`src/rtl/alu_pkg.sv`:
```
// Shared ALU definitions: operand width, word type and popcount width helper.
package alu_pkg;

    localparam int unsigned ALU_WIDTH = 16;

    typedef logic [ALU_WIDTH-1:0] alu_word_t;

    // Bits needed to hold a count from 0 to width inclusive.
    function automatic int unsigned cnt_width(input int unsigned width);
        return $clog2(width + 1);
    endfunction

endpackage

```
`src/rtl/xnor16_gate_if.sv`:
```
// Valid/ready operand and result bundle for xnor16_gate.
// XNOR16_MATCH_COUNT_EN adds the match_cnt result field.
interface xnor16_gate_if
    import alu_pkg::*;
#(
    parameter int unsigned WIDTH = ALU_WIDTH
);

    logic             in_valid;
    logic             in_ready;
    logic [WIDTH-1:0] a;
    logic [WIDTH-1:0] b;
    logic             out_valid;
    logic             out_ready;
    logic [WIDTH-1:0] y;
    logic             all_ones;
    logic             zero;
`ifdef XNOR16_MATCH_COUNT_EN
    logic [cnt_width(WIDTH)-1:0] match_cnt;

    modport master (
        output in_valid, a, b, out_ready,
        input  in_ready, out_valid, y, all_ones, zero, match_cnt
    );

    modport slave (
        input  in_valid, a, b, out_ready,
        output in_ready, out_valid, y, all_ones, zero, match_cnt
    );
`else
    modport master (
        output in_valid, a, b, out_ready,
        input  in_ready, out_valid, y, all_ones, zero
    );

    modport slave (
        input  in_valid, a, b, out_ready,
        output in_ready, out_valid, y, all_ones, zero
    );
`endif

endinterface

```
`src/rtl/xnor16_core.sv`:
```
// Combinational XNOR datapath with status flags.
// XNOR16_MATCH_COUNT_EN adds an adder-tree popcount of the result.
module xnor16_core
    import alu_pkg::*;
#(
    parameter int unsigned WIDTH = ALU_WIDTH
) (
    input  logic [WIDTH-1:0]            a,
    input  logic [WIDTH-1:0]            b,
    output logic [WIDTH-1:0]            y_next,
    output logic                        all_ones_next,
`ifdef XNOR16_MATCH_COUNT_EN
    output logic [cnt_width(WIDTH)-1:0] match_cnt_next,
`endif
    output logic                        zero_next
);

    assign y_next        = ~(a ^ b);
    assign all_ones_next = &y_next;
    assign zero_next     = ~|y_next;

`ifdef XNOR16_MATCH_COUNT_EN
    localparam int unsigned CW     = cnt_width(WIDTH);
    localparam int unsigned LEAVES = 1 << $clog2(WIDTH);

    // Heap-ordered tree: node n sums nodes 2n and 2n+1, leaves padded to a power of two.
    logic [2*LEAVES-1:1][CW-1:0] tree;

    always_comb begin
        tree = '0;
        for (int unsigned i = 0; i < LEAVES; i++) begin
            if (i < WIDTH) begin
                tree[LEAVES + i] = CW'(y_next[i]);
            end
        end
        for (int unsigned n = LEAVES - 1; n >= 1; n--) begin
            tree[n] = tree[2*n] + tree[2*n + 1];
        end
    end

    assign match_cnt_next = tree[1];
`endif

endmodule

```
`src/rtl/xnor16_gate.sv`:
```
// Registered XNOR unit: one-deep valid/ready output stage around xnor16_core.
// XNOR16_MATCH_COUNT_EN adds a registered match_cnt result.
module xnor16_gate
    import alu_pkg::*;
#(
    parameter int unsigned WIDTH = ALU_WIDTH
) (
    input  logic          clk,
    input  logic          rst_n,
    xnor16_gate_if.slave  bus
);

    logic [WIDTH-1:0] y_next;
    logic             all_ones_next;
    logic             zero_next;

    logic             out_valid_q;
    logic [WIDTH-1:0] y_q;
    logic             all_ones_q;
    logic             zero_q;
    logic             in_ready;
    logic             in_xfer;

`ifdef XNOR16_MATCH_COUNT_EN
    logic [cnt_width(WIDTH)-1:0] match_cnt_next;
    logic [cnt_width(WIDTH)-1:0] match_cnt_q;
`endif

    xnor16_core #(
        .WIDTH (WIDTH)
    ) u_core (
        .a              (bus.a),
        .b              (bus.b),
        .y_next         (y_next),
        .all_ones_next  (all_ones_next),
`ifdef XNOR16_MATCH_COUNT_EN
        .match_cnt_next (match_cnt_next),
`endif
        .zero_next      (zero_next)
    );

    // Ready depends only on the stage register and downstream ready, never on in_valid.
    assign in_ready = !out_valid_q || bus.out_ready;
    assign in_xfer  = bus.in_valid && in_ready;

    always_ff @(posedge clk or negedge rst_n) begin
        if (!rst_n) begin
            out_valid_q <= 1'b0;
            y_q         <= '0;
            all_ones_q  <= 1'b0;
            zero_q      <= 1'b0;
`ifdef XNOR16_MATCH_COUNT_EN
            match_cnt_q <= '0;
`endif
        end else if (in_xfer) begin
            out_valid_q <= 1'b1;
            y_q         <= y_next;
            all_ones_q  <= all_ones_next;
            zero_q      <= zero_next;
`ifdef XNOR16_MATCH_COUNT_EN
            match_cnt_q <= match_cnt_next;
`endif
        end else if (bus.out_ready) begin
            out_valid_q <= 1'b0;
        end
    end

    assign bus.in_ready  = in_ready;
    assign bus.out_valid = out_valid_q;
    assign bus.y         = y_q;
    assign bus.all_ones  = all_ones_q;
    assign bus.zero      = zero_q;
`ifdef XNOR16_MATCH_COUNT_EN
    assign bus.match_cnt = match_cnt_q;
`endif

endmodule

```
`src/flat_wrapper.sv`:
```
// flat-port wrapper written by rule: the top's interface ports become plain ports
module xnor16_gate_flat import alu_pkg::*;
#(
    parameter int unsigned WIDTH = ALU_WIDTH
)
  (clk, rst_n, bus_in_valid, bus_a, bus_b, bus_out_ready, bus_in_ready, bus_out_valid, bus_y, bus_all_ones, bus_zero);
  xnor16_gate_if #(.WIDTH(WIDTH)) bus_i ();
  input  logic clk;
  input  logic rst_n;
  input wire logic [$bits(bus_i.in_valid)-1:0] bus_in_valid;
  input wire logic [$bits(bus_i.a)-1:0] bus_a;
  input wire logic [$bits(bus_i.b)-1:0] bus_b;
  input wire logic [$bits(bus_i.out_ready)-1:0] bus_out_ready;
  output wire logic [$bits(bus_i.in_ready)-1:0] bus_in_ready;
  output wire logic [$bits(bus_i.out_valid)-1:0] bus_out_valid;
  output wire logic [$bits(bus_i.y)-1:0] bus_y;
  output wire logic [$bits(bus_i.all_ones)-1:0] bus_all_ones;
  output wire logic [$bits(bus_i.zero)-1:0] bus_zero;
  assign bus_i.in_valid = bus_in_valid;
  assign bus_i.a = bus_a;
  assign bus_i.b = bus_b;
  assign bus_i.out_ready = bus_out_ready;
  assign bus_in_ready = bus_i.in_ready;
  assign bus_out_valid = bus_i.out_valid;
  assign bus_y = bus_i.y;
  assign bus_all_ones = bus_i.all_ones;
  assign bus_zero = bus_i.zero;
  xnor16_gate #(.WIDTH(WIDTH)) u_core (.clk(clk), .rst_n(rst_n), .bus(bus_i));
endmodule
```
`config.mk`:
```
export PLATFORM = sky130hd
export DESIGN_NAME = xnor16_gate_flat
export DESIGN_NICKNAME = d
export VERILOG_FILES = /design/src/rtl/alu_pkg.sv /design/src/rtl/xnor16_gate_if.sv /design/src/rtl/xnor16_core.sv /design/src/rtl/xnor16_gate.sv /design/src/flat_wrapper.sv
export SDC_FILE = /design/constraint.sdc
export NUM_CORES = 1
export LEC_CHECK = 0
export ABC_AREA = 1
export BUFFER_PORTS_ARGS = -buffer_cell sky130_fd_sc_hd__clkbuf_2
export CAP_MARGIN = 5
export CORE_ASPECT_RATIO = 0.8
export CORE_MARGIN = 4
export CORE_UTILIZATION = 45
export DETAILED_ROUTE_END_ITERATION = 16
export PLACE_DENSITY = 0.75
export SYNTH_ARGS = -nofsm -noshare
export SYNTH_HDL_FRONTEND = slang
export SYNTH_HIERARCHICAL = 1
export SYNTH_SLANG_ARGS = --single-unit
```
`constraint.sdc`:
```
create_clock -name clk -period 1.2 [get_ports clk]
set_input_delay 0 -clock clk [delete_from_list [all_inputs] [get_ports clk]]
set_output_delay 0 -clock clk [all_outputs]
set_load 0.05 [all_outputs]
```
==> key figures, run 1 <==
Critical path
  • WP data required: 1.20 ns
  • Startpoint types: register
  • Crit path kind: reg -> out
  • Critical R2R Launch: u_core/bus.out_valid
  • Worst setup path endpoint: bus_in_ready
  • R2r endpoint: u_core/bus.y[0]
  • Arr. time, crit path: 1.09 ns
  • R2R cell count: 4
  • CP endpoint kind: output port
  • CP Max Fanout: 21
  • Worst reg-to-reg setup slack: 0.19 ns
  • Critical Path Source: u_core/bus.out_valid

CTS
  • Post-CTS setup buffer count: 0
  • Clock Path Buffers: 2
  • Later-pin clock latency in the skew report: 0.25 ns
  • Clock transition at the registers of the reported paths: 0.06 ns
  • H-tree Lvls: 1
  • CTS root buf: clkbuf_8
  • Total CTS buffers: 3
  • Clock sinks: 19
  • CTS tree: yes

Synthesis
  • Yosys warns: 6
  • Top post-synthesis cells by count: 139 x nand2_1, 34 x inv_1, 19 x dfrtp_1
  • Count leader, synth: nand2_1
  • Mapped Cells: 236
  • Flops & latches, synth: 19
  • Sequential share of the synthesized area: 33.90%
  • Distinct cells, synth: 12
  • Post-synthesis area per instance: 5.943 um2
  • Ys async rst share: 100.0%
  • Area leader, netlist: nand2_1
  • Mapped Area: 1403 um2
  • Mapped Nets: 272
  • Synth Flop Type: dfrtp_1
  • Share of the synthesized area in the top cell type: 37.20%
  • Post-synth EDFFs: 0
  • Synth area leaders: nand2_1 37%, dfrtp_1 34%, inv_1 9.1%, nand3_1 6.4%, nand2_2 3.6%

Detailed routing
  • Final WL: 3.178 mm
  • ANT nets after route: 0
  • DR WL/cell: 9.660 um
  • Via count: 1450
  • DR pass1 iterations: 4
  • Drc violations: 0
  • Violation count after the first detailed-route iteration: 54
  • Via density: 4.407

Pwr
  • Clock power frac: 21.7%
  • Sw frac: 41.91%
  • Power Density: 1162 nW/um2
  • Final Power: 0.002016 W
  • Int Pwr: 0.001171 W
  • Max rail drop VDD: 0.0007619 V
  • Leakage power: 1.153 nW
  • P_sw: 0.0008446 W
  • Comb pwr share: 39.4%
  • Flop pwr share: 38.9%

Layout
  • Filler instances: 297
  • Area growth syn-to-layout: 23.64%
  • Diode count: 0
  • Fin util: 60.39%
  • Share of layout cells above drive strength 1: 24.05%
  • Total Nets Final: 328
  • Post-route cell area: 1734 um2

Run
  • Max_cap viols: 0

Global route
  • Number of global-route vias before repair: 1321
  • Overflow after GRT: 0
  • Grt met2 use: 26.80%
  • Initial antenna violation count: 0
  • Largest net degree at the start of global routing: 22
  • Met1 GRT Util: 20.36%
  • GRT Overall Usage: 16.15%
  • First-pass GRT wire length: 5.333 mm
  • Met3 GRT Util: 5.373%
  • Busiest layer in global routing: met2

Timing
  • Slew margin rel.: 67.76%
  • Clock Skews: 0.0008266 ns
  • Final Slew Violations: 0
  • Crit path time final: 1.086 ns
  • Tcrit/Tclk final: 90.51%
  • Setup tns final: 0 ns
  • Slew @ Worst Pin: 0.4837 ns
  • Final setup viols: 0
  • FMAX: 0.9207 GHz
  • Final Hold Viols: 0
  • Unrepaired setup endpoints after global routing: false

Placed design
  • Placed wire-length estimate: 2.516 mm
  • Area after DPL: 1662 um2
  • Port Buffer Count: 55
  • GPL Wtd Cong: 0.7540

Floorplan
  • # rows: 17
  • Chip width: 70.42 um
  • Die Y: 57.94 um
  • DIE AREA: 4080 um2
  • Initial core utilization: 48.85%
  • Ports: 56
  • Core Footprint: 2872 um2

Hold path
  • HP Class: in -> reg

Run status
  • Outcome: completed
==> sequential cells by signal, indices dropped and copies added (netlist names) <==
| register | flops |
|---|---|
| u_core/bus.out_valid | 1 |
| u_core/bus.y | 16 |
| u_core/bus.all_ones | 1 |
| u_core/bus.zero | 1 |
==> cells in the final DEF, fill, tap and decap left out, drive strengths merged <==
master and count:
nor2 10, dfrtp 19, dlygate4sd3 1, nand3 18, clkbuf 59, nand2 149
inv 35
==> worst min path at each step <==
stage	slack [ns]	startpoint	depth (start not counted)	endpoint
final	0.11	bus_b[14]	5	u_core/bus.y[14]
after global routing	0.14	bus_b[14]	5	u_core/bus.y[14]
after CTS	0.11	bus_b[14]	5	u_core/bus.y[14]
after detailed placement	-0.03	rst_n	1	u_core/bus.y[9]
after global placement	-0.03	rst_n	1	u_core/bus.y[9]
after floorplan	-0.30	rst_n	0	u_core/bus.all_ones
==> per-stage QoR <==
stage / setup WS (ns) / instances / hold WS [ns]
3_3_place_gp: 0.1683 / 324 / -0.02559
3_5_place_dp: 0.1475 / 324 / -0.02616
2_1_floorplan: 0.1211 / 236 / -0.2956
6_report: 0.1138 / 329 / 0.1095
4_1_cts: 0.03662 / 329 / 0.1072
5_1_grt: 0.07099 / 329 / 0.1406
==> power groups by stage <==
stage,sequential [W],combinational (W),clock [W]
4_1_cts,0.000782,0.000797,0.000462
3_3_place_gp,0.000793,0.000776,0
6_report,0.000784,0.000794,0.000437
5_1_grt,0.000794,0.000872,0.000485
2_1_floorplan,0.00108,0.000287,0
3_5_place_dp,0.000792,0.000788,0
==> worst max-delay path: stages (launching register included) <==
cell      delay (ns)
dfrtp_2         0.44
nand2_8         0.17
clkbuf_8        0.21
==> per-layer routing <==
layer	wire length, um	part of all wire (%)	vias up
li1	-	-	801
met1	1514	48	606
met2	1408	44	39
met3	234	7.4	4
met4	21	0.66	0
met5	0	0	-
==> repair_timing <==
action | in CTS | in global routing
hold buffers | 1 | 0
pin swaps | 0 | 0
resized for setup | 2 | 1
gates cloned | 0 | 0
setup endpoints to repair | 1 | 1
endpoints found under the hold margin | 19 | 0
==> kinds of logic (layout without fill, tap and decap cells) <==
logic type / Yosys count / count (layout) / synth area share, %
AND/OR/NAND/NOR: 177 / 177 / 52.10
flip-flops: 19 / 19 / 33.90
buffers and inverters: 40 / 95 / 14.00
==> cell type report <==
class	count	area (um2)	share of cell area [%]
inverters	35	131.4	7.576
multi-input cells	177	739.5	42.64
flip-flops and latches	19	476.7	27.49
well taps	38	47.55	2.742
repair buffers	56	294.0	16.96
clock buffers	4	45.04	2.597
Power figures use the tool's default switching activity.
==> run 2, diff against run 1 <==
- ABC_AREA: 1 -> 0
- CORE_UTILIZATION: 45 -> 42
- PLACE_DENSITY: 0.75 -> 0.77
==> key figures, run 2 <==
Synthesis
  • Ys async rst share: 100.0%
  • Distinct cells, synth: 11
  • Post-synth EDFFs: 0
  • Count leader, synth: dfrtp_1
  • Top post-synthesis cells by count: 19 x dfrtp_1, 16 x xnor2_1, 10 x mux2_4
  • Mapped Area: 963.4 um2
  • Yosys warns: 6
  • Share of the synthesized area in the top cell type: 49.35%
  • Post-synthesis area per instance: 14.38 um2
  • Synth Flop Type: dfrtp_1
  • Sequential share of the synthesized area: 49.35%
  • Area leader, netlist: dfrtp_1
  • Flops & latches, synth: 19
  • Mapped Nets: 103
  • Synth area leaders: dfrtp_1 49%, mux2_4 16%, xnor2_1 15%, mux2_2 9.4%, nor4_1 3.2%
  • Mapped Cells: 67

CTS
  • H-tree Lvls: 1
  • Clock Path Buffers: 2
  • Clock transition at the registers of the reported paths: 0.11 ns
  • Cts repair resizes: 0
  • Post-CTS setup buffer count: 0
  • Later-pin clock latency in the skew report: 0.29 ns
  • CTS tree: yes
  • CTS root buf: clkbuf_4
  • Total CTS buffers: 3
  • Clock sinks: 19

Detailed routing
  • Via count: 744
  • Final WL: 2.133 mm
  • DR pass1 iterations: 3
  • ANT nets after route: 0
  • Via density: 4.895
  • Violation count after the first detailed-route iteration: 9
  • Drc violations: 0
  • DR WL/cell: 14.03 um

Floorplan
  • # rows: 15
  • Die Y: 50.84 um
  • Ports: 56
  • Initial core utilization: 44.25%
  • Chip width: 61.55 um
  • DIE AREA: 3129 um2
  • Core Footprint: 2177 um2

Pwr
  • Power Density: 1523 nW/um2
  • Flop pwr share: 40.3%
  • Comb pwr share: 43.8%
  • Max rail drop VDD: 0.0009558 V
  • Final Power: 0.002005 W
  • Leakage power: 0.6604 nW
  • Int Pwr: 0.001165 W
  • Sw frac: 41.90%
  • P_sw: 0.0008399 W
  • Clock power frac: 15.8%

Placed design
  • GPL Wtd Cong: 0.6999
  • Placed wire-length estimate: 1.714 mm
  • Post-Place Cells: 146
  • Area after DPL: 1269 um2
  • Port Buffer Count: 55

Timing
  • Slew margin rel.: 69.09%
  • Final setup viols: 0
  • Final Hold Viols: 0
  • Slew @ Worst Pin: 0.4637 ns
  • Crit path time final: 1.129 ns
  • Unrepaired setup endpoints after global routing: false
  • Tcrit/Tclk final: 94.12%
  • Clock Skews: 0.007345 ns
  • Fin Hold WS: 0.01819 ns
  • FMAX: 0.8854 GHz
  • Final Slew Violations: 0

Layout
  • Diode count: 0
  • Share of layout cells above drive strength 1: 62.99%
  • Finished Layout Cells: 152
  • Post-route cell area: 1316 um2
  • Fin util: 60.46%
  • Total Nets Final: 164
  • Max FFs per register: 16
  • Area growth syn-to-layout: 36.62%
  • Most frequent cells in the layout: 55 x clkbuf_2, 18 x dfrtp_1, 16 x xnor2_1
  • Most common cell after layout, fill and taps aside: clkbuf_2

Global route
  • Initial antenna violation count: 0
  • Overflow after GRT: 0
  • Number of global-route vias before repair: 763
  • Largest net degree at the start of global routing: 20
  • GRT Overall Usage: 15.12%
  • First-pass GRT wire length: 3.401 mm

Critical path
  • Arr. time, crit path: 1.31 ns
  • WP data required: 1.38 ns
  • Crit path kind: reg -> reg
  • Startpoint types: register
  • CP Max Fanout: 18
  • R2R cell count: 3
  • CP endpoint kind: register

Hold path
  • Hold depth: 3
  • HP Class: in -> reg

Run
  • Max_cap viols: 0

Run status
  • Outcome: completed
-- run 2: worst paths after layout --
path / from / endpoint / slack [ns]
setup / recovery: u_core/bus.out_valid / u_core/bus.all_ones / 0.07
hold / removal: bus_out_ready / u_core/bus.out_valid / 0.02
setup reg to reg: u_core/bus.out_valid / u_core/bus.all_ones / 0.07
hold reg to reg: u_core/bus.y[7] / u_core/bus.y[7] / 0.52
max in group asynchronous: rst_n / u_core/bus.out_valid / 0.68
min in group asynchronous: rst_n / u_core/bus.y[2] / 0.18
-- run 2: what timing repair did --
item	in CTS	in global routing
setup endpoints to repair	0	0
hold buffers	2	0
endpoints found under the hold margin	20	0
-- run 2: area by class of cell --
cell class | count | area (um2)
Multi-Input combinational cell | 47 | 485.5
Fill cell | 192 | 860.8
Tap cell | 25 | 31.28
Clock inverter | 1 | 5.005
Sequential cell | 19 | 476.7
Clock buffer | 3 | 22.52
Timing Repair Buffer | 57 | 295.3
-- run 2: cell families after synthesis --
kind of cell	Yosys count	share of synthesized area (%)
XOR/XNOR	16	14.54
buffers and inverters	1	1.169
flip-flops	19	49.35
multiplexers	18	24.94
AND/OR/NAND/NOR	13	10.00
-- run 2: stage by stage --
stage,worst slack [ns],TNS [ns]
floorplan,-0.2272,-3.110
global placement,0.1279,0
detailed placement,0.1040,0
CTS,0.05338,0
global route,0.0006176,0
finish,0.07060,0
-- run 2: worst max-delay path, cell delays in order (launching register included) --
cell	delay, ns
dfrtp_2	0.40
nand2b_4	0.08
nand2_8	0.16
mux2_2	0.36
-- run 2: power by group through the flow --
| stage | Clock (W) | Sequential [W] | Combinational [W] |
|---|---|---|---|
| detailed placement | 0 | 0.000823 | 0.000878 |
| global route | 0.000377 | 0.000826 | 0.000924 |
| global placement | 0 | 0.000822 | 0.000862 |
| CTS | 0.000333 | 0.000810 | 0.000885 |
| finish | 0.000318 | 0.000809 | 0.000878 |
| floorplan | 0 | 0.00121 | 0.000262 |
-- run 2: per-layer routing --
metal	global-route usage, %	routed length, um	vias up
met2	25.61	1100	30
met5	0	0	-
li1	-	-	362
met4	4.240	14	0
met1	17.65	834	350
met3	5.556	183	2
==> run 3, diff against run 2 <==
- CORE_UTILIZATION: 42 -> 38
- PLACE_DENSITY: 0.77 -> 0.74
- SLEW_MARGIN: unset -> 20
- clock period: 1.2 -> 0.9 ns (I/O delays scaled with it)
==> key figures, run 3 (same netlist as run 2, synthesis figures left out) <==
Run status
  • Outcome: finished with violations
  • Failing checks: negative setup slack

Critical path
  • Worst reg-to-reg setup slack: -0.20 ns
  • WP data required: 1.09 ns
  • Startpoint types: register
  • CP Max Fanout: 18
  • CP peak stage delay: 0.40 ns
  • CP Cell Sequence: nand2b_4 -> nand2_8 -> mux2_2
  • Buf/Inv on CP: 0
  • CP endpoint kind: register
  • Slowest CP cell: dfrtp_2
  • Arr. time, crit path: 1.29 ns
  • Crit path kind: reg -> reg
  • CP top delay family: flip-flops

Floorplan
  • DIE AREA: 3410 um2
  • Ports: 56
  • Core Footprint: 2442 um2
  • # rows: 16
  • Die Y: 53.04 um
  • Initial core utilization: 39.45%
  • Chip width: 64.30 um

Layout
  • Area of the multi-input gates: 485.5 um2
  • Total Nets Final: 171
  • Max FFs per register: 16
  • Post-route cell area: 1587 um2
  • Most common cell after layout, fill and taps aside: clkbuf_2
  • Finished Layout Cells: 170
  • Filler instances: 192
  • Diode count: 0
  • Share of layout cells above drive strength 1: 65.67%
  • Area growth syn-to-layout: 64.68%
  • Most frequent cells in the layout: 35 x clkbuf_2, 18 x buf_8, 18 x dfrtp_1
  • Register area: 476.7 um2

CTS
  • Total CTS buffers: 3
  • Clock Path Buffers: 2
  • Clock transition at the registers of the reported paths: 0.10 ns
  • CTS root buf: clkbuf_4
  • CTS tree: yes
  • Later-pin clock latency in the skew report: 0.30 ns
  • H-tree Lvls: 1
  • Clock sinks: 19

Pwr
  • Max rail drop VDD: 0.0006614 V
  • Power Density: 1983 nW/um2
  • Leakage power: 0.7623 nW

Timing
  • Tcrit/Tclk final: 122.5%
  • Slew margin rel.: 67.78%
  • Final setup viols: 21
  • Crit path time final: 1.103 ns
  • PnR worst setup slack: -0.2029 ns
  • FMAX: 0.9067 GHz
  • Clock Skews: 0.009344 ns
  • Unrepaired setup endpoints after global routing: true
  • Final Hold Viols: 0
  • Setup tns final: -3.753 ns
  • Slew @ Worst Pin: 0.4833 ns
  • Final Slew Violations: 0

Global route
  • Overflow after GRT: 0
  • GRT Overall Usage: 15.19%
  • Largest net degree at the start of global routing: 20
  • Initial antenna violation count: 0
  • First-pass GRT wire length: 3.864 mm
  • Number of global-route vias before repair: 826

Detailed routing
  • DR pass1 iterations: 4
  • Via count: 790
  • DR WL/cell: 14.48 um
  • Violation count after the first detailed-route iteration: 14
  • Via density: 4.647
  • Final WL: 2.461 mm
  • Drc violations: 0
  • ANT nets after route: 0

Placed design
  • Area after DPL: 1290 um2
  • Port Buffer Count: 55
  • GPL Wtd Cong: 0.6849
  • Placed wire-length estimate: 1.823 mm
  • Post-Place Cells: 158

Hold path
  • HP Class: in -> reg

Run
  • Max_cap viols: 0
[run 3: cell count changes in the layout (fill, tap and decap cells not counted)]
cell / delta
clkbuf_2: -20
buf_6: +1
clkbuf_16: +1
buf_4: +7
buf_8: +18
dlygate4sd3_1: -1
clkbuf_4: +1
[run 3: stage by stage]
step | hold slack (ns) | util, % | power, W | setup WS (ns)
after floorplan | -0.2956 | - | 0.001957 | -0.5272
after global placement | -0.03282 | 52.82 | 0.002250 | -0.1652
after detailed placement | -0.02165 | 52.82 | 0.002282 | -0.2031
after CTS | 0.002934 | 61.89 | 0.002985 | -0.2152
after global routing | 0.006379 | 64.96 | 0.003289 | -0.2484
final | 0.003891 | 64.96 | 0.003146 | -0.2029
[run 3: area by class of cell]
cell class,count,area share [%]
clock buffer,3,1.420
clock inverter,1,0.3155
multi-input combinational,47,30.60
timing repair buffer,64,34.78
sequential,19,30.05
tap,36,2.839
[run 3: final timing paths]
| path | from | depth (start not counted) | end |
|---|---|---|---|
| setup / recovery | u_core/bus.out_valid | 3 | u_core/bus.y[12] |
| hold / removal | bus_in_valid | 2 | u_core/bus.out_valid |
| min in group asynchronous | rst_n | 2 | u_core/bus.y[10] |
| hold reg to reg | u_core/bus.y[15] | 1 | u_core/bus.y[15] |
| setup reg to reg | u_core/bus.out_valid | 3 | u_core/bus.y[12] |
| max in group asynchronous | rst_n | 2 | u_core/bus.out_valid |
[run 3: routing by layer]
layer	track usage (%)	share of wire, %	wire [um]
met1	16.78	37	900
met2	27.57	55	1362
met3	4.883	7.1	174
met4	5.614	0.98	24
met5	0	0	0
[run 3: power breakdown]
group | internal, W | switching (W) | total, W | leakage [nW]
combinational | 0.000756 | 0.000819 | 0.00158 | 0.519
sequential | 0.000999 | 0.000137 | 0.00114 | 0.225
clock | 0.000166 | 0.000269 | 0.000435 | 0.0177
total | 0.00192 | 0.00123 | 0.00315 | 0.762
[run 3: timing repair]
action                                 4_1_cts  5_1_grt
resized for setup                           41       18
setup buffers                                0        7
setup endpoints to repair                   38       38
hold buffers                                 1        0
endpoints found under the hold margin       19        0
